**config.mk**
```make
export PLATFORM = sky130hd
export DESIGN_NAME = pos_cache_reader
export DESIGN_NICKNAME = d
export VERILOG_FILES = /design/src/rtl/md_pos_pkg.sv /design/src/rtl/pos_reader_fifo2.sv /design/src/rtl/pos_cache_reader.sv
export SDC_FILE = /design/constraint.sdc
export NUM_CORES = 1
export LEC_CHECK = 0
export BUFFER_PORTS_ARGS = -buffer_cell sky130_fd_sc_hd__buf_4
export CORE_ASPECT_RATIO = 0.7
export CORE_MARGIN = 8
export CORE_UTILIZATION = 60
export CTS_BUF_LIST = sky130_fd_sc_hd__clkbuf_2 sky130_fd_sc_hd__clkbuf_4 sky130_fd_sc_hd__clkbuf_8
export DETAILED_ROUTE_END_ITERATION = 6
export GPL_TIMING_DRIVEN = 0
export PLACE_DENSITY = 0.87
export REMOVE_ABC_BUFFERS = 1
export SYNTH_ARGS = -nofsm -noshare
export SYNTH_HDL_FRONTEND = slang
export SYNTH_SLANG_ARGS = --single-unit
```
**constraint.sdc**
```tcl
create_clock -name clk -period 4.3 [get_ports clk]
set_input_delay 0.43 -clock clk [delete_from_list [all_inputs] [get_ports clk]]
set_output_delay 0.43 -clock clk [all_outputs]
set_load 0.005 [all_outputs]
```
**src/rtl/md_pos_pkg.sv**
```systemverilog
// Shared definitions for the position-cache reader: default widths, FSM encoding and
// the location of the particle-count field in the address-0 cache word.
package md_pos_pkg;

  localparam int unsigned DefOffsetWidth     = 29;
  localparam int unsigned DefParticleIdWidth = 7;
  localparam int unsigned DefPosCacheDepth   = 128;

  // The particle count sits in the low PARTICLE_ID_WIDTH bits of cache word 0.
  localparam int unsigned CountLsb = 0;

  typedef enum logic [2:0] {
    StIdle,
    StRdNum,
    StWaitNum,
    StStream,
    StDrain,
    StDone
  } rd_state_e;

endpackage

```
**src/rtl/pos_reader_fifo2.sv**
```systemverilog
// Two-entry FIFO with simultaneous push/pop; holds the particle records that have
// returned from the cache and are waiting for the downstream consumer.
module pos_reader_fifo2 #(
  parameter int unsigned Width = 8
) (
  input  logic             clk,
  input  logic             rst,
  input  logic             push,
  input  logic             pop,
  input  logic [Width-1:0] wdata,
  output logic [Width-1:0] rdata,
  output logic             full,
  output logic             empty,
  output logic [1:0]       count
);

  logic [Width-1:0] mem_q [2];
  logic             wptr_q, rptr_q;
  logic [1:0]       cnt_q;
  logic             do_push, do_pop;

  assign full    = (cnt_q == 2'd2);
  assign empty   = (cnt_q == 2'd0);
  assign count   = cnt_q;
  assign rdata   = mem_q[rptr_q];
  assign do_pop  = pop && !empty;
  assign do_push = push && (!full || do_pop);

  always_ff @(posedge clk or negedge rst) begin
    if (!rst) begin
      mem_q[0] <= '0;
      mem_q[1] <= '0;
      wptr_q   <= 1'b0;
      rptr_q   <= 1'b0;
      cnt_q    <= 2'd0;
    end else begin
      if (do_push) begin
        mem_q[wptr_q] <= wdata;
        wptr_q        <= ~wptr_q;
      end
      if (do_pop) begin
        rptr_q <= ~rptr_q;
      end
      unique case ({do_push, do_pop})
        2'b10:   cnt_q <= cnt_q + 2'd1;
        2'b01:   cnt_q <= cnt_q - 2'd1;
        default: cnt_q <= cnt_q;
      endcase
    end
  end

  // The reader's issue throttle must make this unreachable.
  a_no_overflow : assert property (@(posedge clk) disable iff (!rst) push |-> !full)
    else $error("pos_reader_fifo2: push into full FIFO");

endmodule

```
**src/rtl/pos_cache_reader.sv**
```systemverilog
// Sweeps one cell of the position cache: reads the particle count from address 0, then
// streams addresses 1..N through a 2-entry buffer under valid/ready flow control.
module pos_cache_reader
  import md_pos_pkg::*;
#(
  parameter int unsigned OFFSET_WIDTH      = DefOffsetWidth,
  parameter int unsigned PARTICLE_ID_WIDTH = DefParticleIdWidth,
  parameter int unsigned POS_CACHE_DEPTH   = DefPosCacheDepth
) (
  input  logic                         clk,
  input  logic                         rst,
  input  logic                         start,
  output logic [PARTICLE_ID_WIDTH-1:0] cache_rd_addr,
  output logic                         cache_rden,
  input  logic [3*OFFSET_WIDTH-1:0]    cache_rd_data,
  output logic                         out_valid,
  input  logic                         out_ready,
  output logic [PARTICLE_ID_WIDTH-1:0] out_particle_id,
  output logic [3*OFFSET_WIDTH-1:0]    out_particle_data,
  output logic [PARTICLE_ID_WIDTH-1:0] particle_count,
  output logic                         busy,
  output logic                         done
);

  localparam int unsigned DataW = 3 * OFFSET_WIDTH;
  localparam int unsigned RecW  = PARTICLE_ID_WIDTH + DataW;

  rd_state_e state_q, state_d;

  logic [PARTICLE_ID_WIDTH-1:0] addr_q, addr_d;
  logic [PARTICLE_ID_WIDTH-1:0] count_q, count_d;
  logic [PARTICLE_ID_WIDTH-1:0] flight_addr_q;
  logic                         inflight_q;
  logic                         issue;
  logic                         pop;
  logic [1:0]                   occ, occ_after, load;
  logic                         fifo_full, fifo_empty;
  logic [RecW-1:0]              fifo_rdata;

  assign out_valid         = !fifo_empty;
  assign pop               = out_valid && out_ready;
  assign out_particle_id   = fifo_rdata[RecW-1 -: PARTICLE_ID_WIDTH];
  assign out_particle_data = fifo_rdata[DataW-1:0];
  assign particle_count    = count_q;
  assign busy              = (state_q != StIdle);
  assign done              = (state_q == StDone);

  // Occupancy is taken after this cycle's pop so a full-rate consumer keeps reads flowing.
  assign occ_after = occ - {1'b0, pop};
  assign load      = occ_after + {1'b0, inflight_q};

  always_comb begin
    state_d       = state_q;
    addr_d        = addr_q;
    count_d       = count_q;
    issue         = 1'b0;
    cache_rden    = 1'b0;
    cache_rd_addr = '0;
    unique case (state_q)
      StIdle: begin
        if (start) state_d = StRdNum;
      end
      StRdNum: begin
        cache_rden = 1'b1;
        state_d    = StWaitNum;
      end
      StWaitNum: begin
        count_d = cache_rd_data[CountLsb +: PARTICLE_ID_WIDTH];
        addr_d  = PARTICLE_ID_WIDTH'(1);
        state_d = (count_d == '0) ? StDone : StStream;
      end
      StStream: begin
        if (load < 2'd2) begin
          issue         = 1'b1;
          cache_rden    = 1'b1;
          cache_rd_addr = addr_q;
          addr_d        = addr_q + PARTICLE_ID_WIDTH'(1);
          if (addr_q == count_q) state_d = StDrain;
        end
      end
      StDrain: begin
        if (fifo_empty && !inflight_q) state_d = StDone;
      end
      StDone: begin
        state_d = StIdle;
      end
      default: state_d = StIdle;
    endcase
  end

  always_ff @(posedge clk or negedge rst) begin
    if (!rst) begin
      state_q       <= StIdle;
      addr_q        <= '0;
      count_q       <= '0;
      flight_addr_q <= '0;
      inflight_q    <= 1'b0;
    end else begin
      state_q    <= state_d;
      addr_q     <= addr_d;
      count_q    <= count_d;
      inflight_q <= issue;
      if (issue) flight_addr_q <= cache_rd_addr;
    end
  end

  pos_reader_fifo2 #(
    .Width (RecW)
  ) u_fifo (
    .clk   (clk),
    .rst   (rst),
    .push  (inflight_q),
    .pop   (pop),
    .wdata ({flight_addr_q, cache_rd_data}),
    .rdata (fifo_rdata),
    .full  (fifo_full),
    .empty (fifo_empty),
    .count (occ)
  );

  a_count_fits : assert property (@(posedge clk) disable iff (!rst)
      (state_q == StWaitNum) |->
      (32'(cache_rd_data[CountLsb +: PARTICLE_ID_WIDTH]) < POS_CACHE_DEPTH))
    else $error("pos_cache_reader: particle count exceeds cache depth");

endmodule

```
==> flow_metrics.env <==
export IMPL_internal_power_mw=7.65
export IMPL_fmaxAchievable_ghz=0.258
export IMPL_num_antenna_cells=0
export IMPL_ctsResizeCount=0
export IMPL_routed_top_layer="met4"
export IMPL_synth_top_family_by_area="multiplexers"
export IMPL_wirelength_um=23100
export IMPL_clockBufferDepth=3
export IMPL_fin_nets=952
export IMPL_synth_compound_area_frac=0.0163
export IMPL_drt_iter0_markers=403
export IMPL_cts_root_buf="clkbuf_8"
export IMPL_wl_met1_um=9970
export IMPL_ys_ff_latch=217
export IMPL_fin_tns_setup_ns=0
export IMPL_p_leak_nw=5.75
export IMPL_ys_warnings_count=0
export IMPL_cts_tree="done"
export IMPL_route_met2_wl_um=10900
export IMPL_muxShareOfSynthArea=0.361
export IMPL_setup_viol=0
export IMPL_final_seq_area_sq_um=5430
export IMPL_placedCellCount=1046
export IMPL_async_reset_ff_frac=1.00
export IMPL_min_from="cache_rd_data[80]"
export IMPL_antenna_found_initial=0
export IMPL_whs_ns=0.188
export IMPL_chipWidth_um=170
export IMPL_h_tree_depth=2
export IMPL_slew_limit_headroom=0.379
export IMPL_postLayoutCoreUtil=0.769
export IMPL_comb_power_share=0.492
export IMPL_rsz0062_at_grt="false"
export IMPL_rr_worst_depth=7
export IMPL_synth_main_ff_cell="dfrtp_1"
export IMPL_yosys_cell_types_count=46
export IMPL_finalCriticalPeriod_ns=3.87
export IMPL_r2r_start="u_fifo.count[0]"
export IMPL_clk_pin_slew_worst_paths_ns=0.07
export IMPL_grt_max_degree=133
export IMPL_gp_congestion=0.770
export IMPL_synth_seq_area_share=0.548
export IMPL_clk_latency_ns=0.49
export IMPL_die_area_sq_um=20900
export IMPL_synthAdderAreaFrac=0.00379
export IMPL_syn_area_sq_um=9900
export IMPL_slew_violations=0
export IMPL_start_util=0.609
export IMPL_end_kind="output port"
export IMPL_hold_viol=0
export IMPL_synthXorXnorAreaFrac=0.0148
export IMPL_critPathArrivalTime_ns=3.44
export IMPL_overflow=0
export IMPL_die_y_um=123
export IMPL_fillers=994
export IMPL_synth_edf_count=0
export IMPL_rrSetupSlack_ns=1.16
export IMPL_vias_per_cell=5.51
export IMPL_hp_class="in2reg"
export IMPL_cts_sinks=217
export IMPL_worstSetupPathType="reg2out"
export IMPL_grtUsageTotal=0.221
export IMPL_boundaryPins=203
export IMPL_drive_gt1_frac=0.656
export IMPL_core_sq_um=16200
export IMPL_syn2layout_area_growth_pct=26.2
export IMPL_finalNonFillerCells=1107
export IMPL_peakVddDrop_mv=0.553
export IMPL_wl_per_cell_um=20.9
export IMPL_rr_endpoint="flight_addr_q[5]"
export IMPL_syn_area_per_cell_sq_um=15.3
export IMPL_switching_share=0.322
export IMPL_fin_area_sq_um=12500
export IMPL_dp_hpwl_um=16200
export IMPL_cts_buffers=34
export IMPL_required_ns=3.87
export IMPL_grt_pass1_vias=6871
export IMPL_multiInputGateArea_sq_um=4220
export IMPL_synthCells=646
export IMPL_place_area_sq_um=11700
export IMPL_grt_pass1_wl_um=37100
export IMPL_vias=6095
export IMPL_rows=39
export IMPL_drv_cap=0
export IMPL_holdPathStages=2
export IMPL_first_pass_iters=4
export IMPL_power_switching_mw=3.63
export IMPL_met3WireLength_um=1980
export IMPL_clockPowerShare=0.163
export IMPL_drc=0
export IMPL_critPathMaxFanout=17
export IMPL_synth_simple_gate_area_share=0.0284
export IMPL_holdPathEnd="u_fifo.mem_q[174]"
export IMPL_ant_nets=0
export IMPL_p_seq_frac=0.345
export IMPL_post_route_period_util=0.901
export IMPL_power_density_nw_per_um2=902
export IMPL_status="finished clean"
export IMPL_worst_setup_path_start_kind="flip-flop"
export IMPL_finClkSkew_ns=0.0231
export IMPL_place_port_buffers=202
export IMPL_worst_slew_pin_slew_ns=0.929
## per-stage QoR
step           total power, mW  worst slack [ns]
2_1_floorplan             7.33             -2.55
3_3_place_gp              9.14             -4.89
3_5_place_dp              9.45              1.01
4_1_cts                   11.4             0.427
5_1_grt                   11.9             0.234
6_report                  11.3             0.426
## area by class of cell
cell class	instances	share of cell area
Multi-Input combinational cell	387	0.338
Clock buffer	56	0.0582
Sequential cell	217	0.435
Tap cell	225	0.0225
Inverter	3	0.000901
Timing Repair Buffer	215	0.144
Clock inverter	4	0.00160
## per-layer routing
| metal | vias to the layer above | track usage |
|---|---|---|
| li1 | 2741 | - |
| met1 | 3100 | 0.283 |
| met2 | 223 | 0.360 |
| met3 | 31 | 0.0804 |
| met4 | 0 | 0.0457 |
| met5 | - | 0 |
## how the worst max path moves through the flow
stage | start | end | slack (ns) | cells after the start
3_3_place_gp | out_ready | u_fifo.mem_q[166] | -4.89 | 4
2_1_floorplan | u_fifo.count[1] | u_fifo.mem_q[140] | -2.55 | 4
5_1_grt | u_fifo.count[0] | cache_rd_addr[6] | 0.23 | 8
3_5_place_dp | u_fifo.count[0] | cache_rd_addr[4] | 1.01 | 8
4_1_cts | u_fifo.count[0] | cache_rd_addr[6] | 0.43 | 8
6_report | u_fifo.count[0] | cache_rd_addr[6] | 0.43 | 8
## kinds of logic (layout without fill, tap and decap cells)
kind of cell	Yosys count	after routing
multiplexers	298	298
adder cells (fa/ha/maj)	3	3
AO/OA/AOI/OAI	20	20
buffers and inverters	42	278
AND/OR/NAND/NOR	51	51
flip-flops	217	217
XOR/XNOR	15	15
## state kept, by name, indices dropped and copies added (netlist names)
signal,count
u_fifo.count,2
flight_addr_q,7
u_fifo.wptr_q,1
u_fifo.rptr_q,1
particle_count,7
u_fifo.mem_q,188
addr_q,7
inflight_q,1
state_q,3
## power by group through the flow
stage               Sequential, mW  Clock [mW]  Combinational (mW)
floorplan                     3.66           0                3.67
global placement              3.82           0                5.32
detailed placement            3.89           0                5.56
CTS                           3.87        1.88                5.61
global route                  4.01        1.98                5.95
finish                        3.89        1.84                5.55
## worst max-delay path, stage by stage, from the launching register on
cell     delay (ns)
dfrtp_1        0.49
or2_2          0.36
and2_1         0.21
ha_1           0.27
and2b_1        0.26
xor2_2         0.37
and3_1         0.65
and2_1         0.23
buf_4          0.11
## cell usage after synthesis, types with 2 or more instances
| master | instances | area share |
|---|---|---|
| o31ai_1 | 2 | 0.0015 |
| clkbuf_1 | 6 | 0.0023 |
| a31oi_1 | 2 | 0.0013 |
| xnor2_1 | 12 | 0.011 |
| buf_1 | 5 | 0.0019 |
| nor4_1 | 2 | 0.0013 |
| nand2b_1 | 2 | 0.0013 |
| buf_6 | 9 | 0.010 |
| inv_1 | 2 | 0.00076 |
| dfrtp_1 | 217 | 0.55 |
| mux2_2 | 235 | 0.27 |
| and2_1 | 9 | 0.0057 |
| nand2_1 | 4 | 0.0015 |
| mux2_4 | 60 | 0.091 |
| nor2_1 | 10 | 0.0038 |
| mux2i_1 | 2 | 0.0020 |
| nor3b_1 | 2 | 0.0015 |
| ha_1 | 3 | 0.0038 |
| nand3_1 | 5 | 0.0025 |
| buf_2 | 12 | 0.0061 |
| a21oi_1 | 6 | 0.0030 |
| nand4_1 | 3 | 0.0019 |
| buf_4 | 7 | 0.0053 |
| and3_1 | 5 | 0.0032 |
| or2_2 | 2 | 0.0013 |
| nor2b_1 | 2 | 0.0013 |
## cell usage in the layout, fill, tap and decap left out, types with 2 or more instances in the layout
master / instances
mux2_2: 235
dfrtp_1: 216
buf_4: 201
mux2_4: 60
clkbuf_8: 49
xnor2_1: 12
and2_1: 9
nor2_1: 9
clkbuf_4: 7
a21oi_1: 6
buf_16: 6
and3_1: 5
nand3_1: 5
nand2_1: 4
clkinv_2: 4
buf_8: 4
nand4_1: 3
ha_1: 3
buf_12: 3
or2_2: 2
nor2b_1: 2
nand2b_1: 2
inv_1: 2
nor4_1: 2
o31ai_1: 2
mux2i_1: 2
a31oi_1: 2
nor3b_1: 2
## repair_timing
action / CTS / global route
hold buffers: 1 / 0
endpoints found under the hold margin: 4 / 0
setup buffers: 0 / 0
Power figures use the tool's default switching activity.
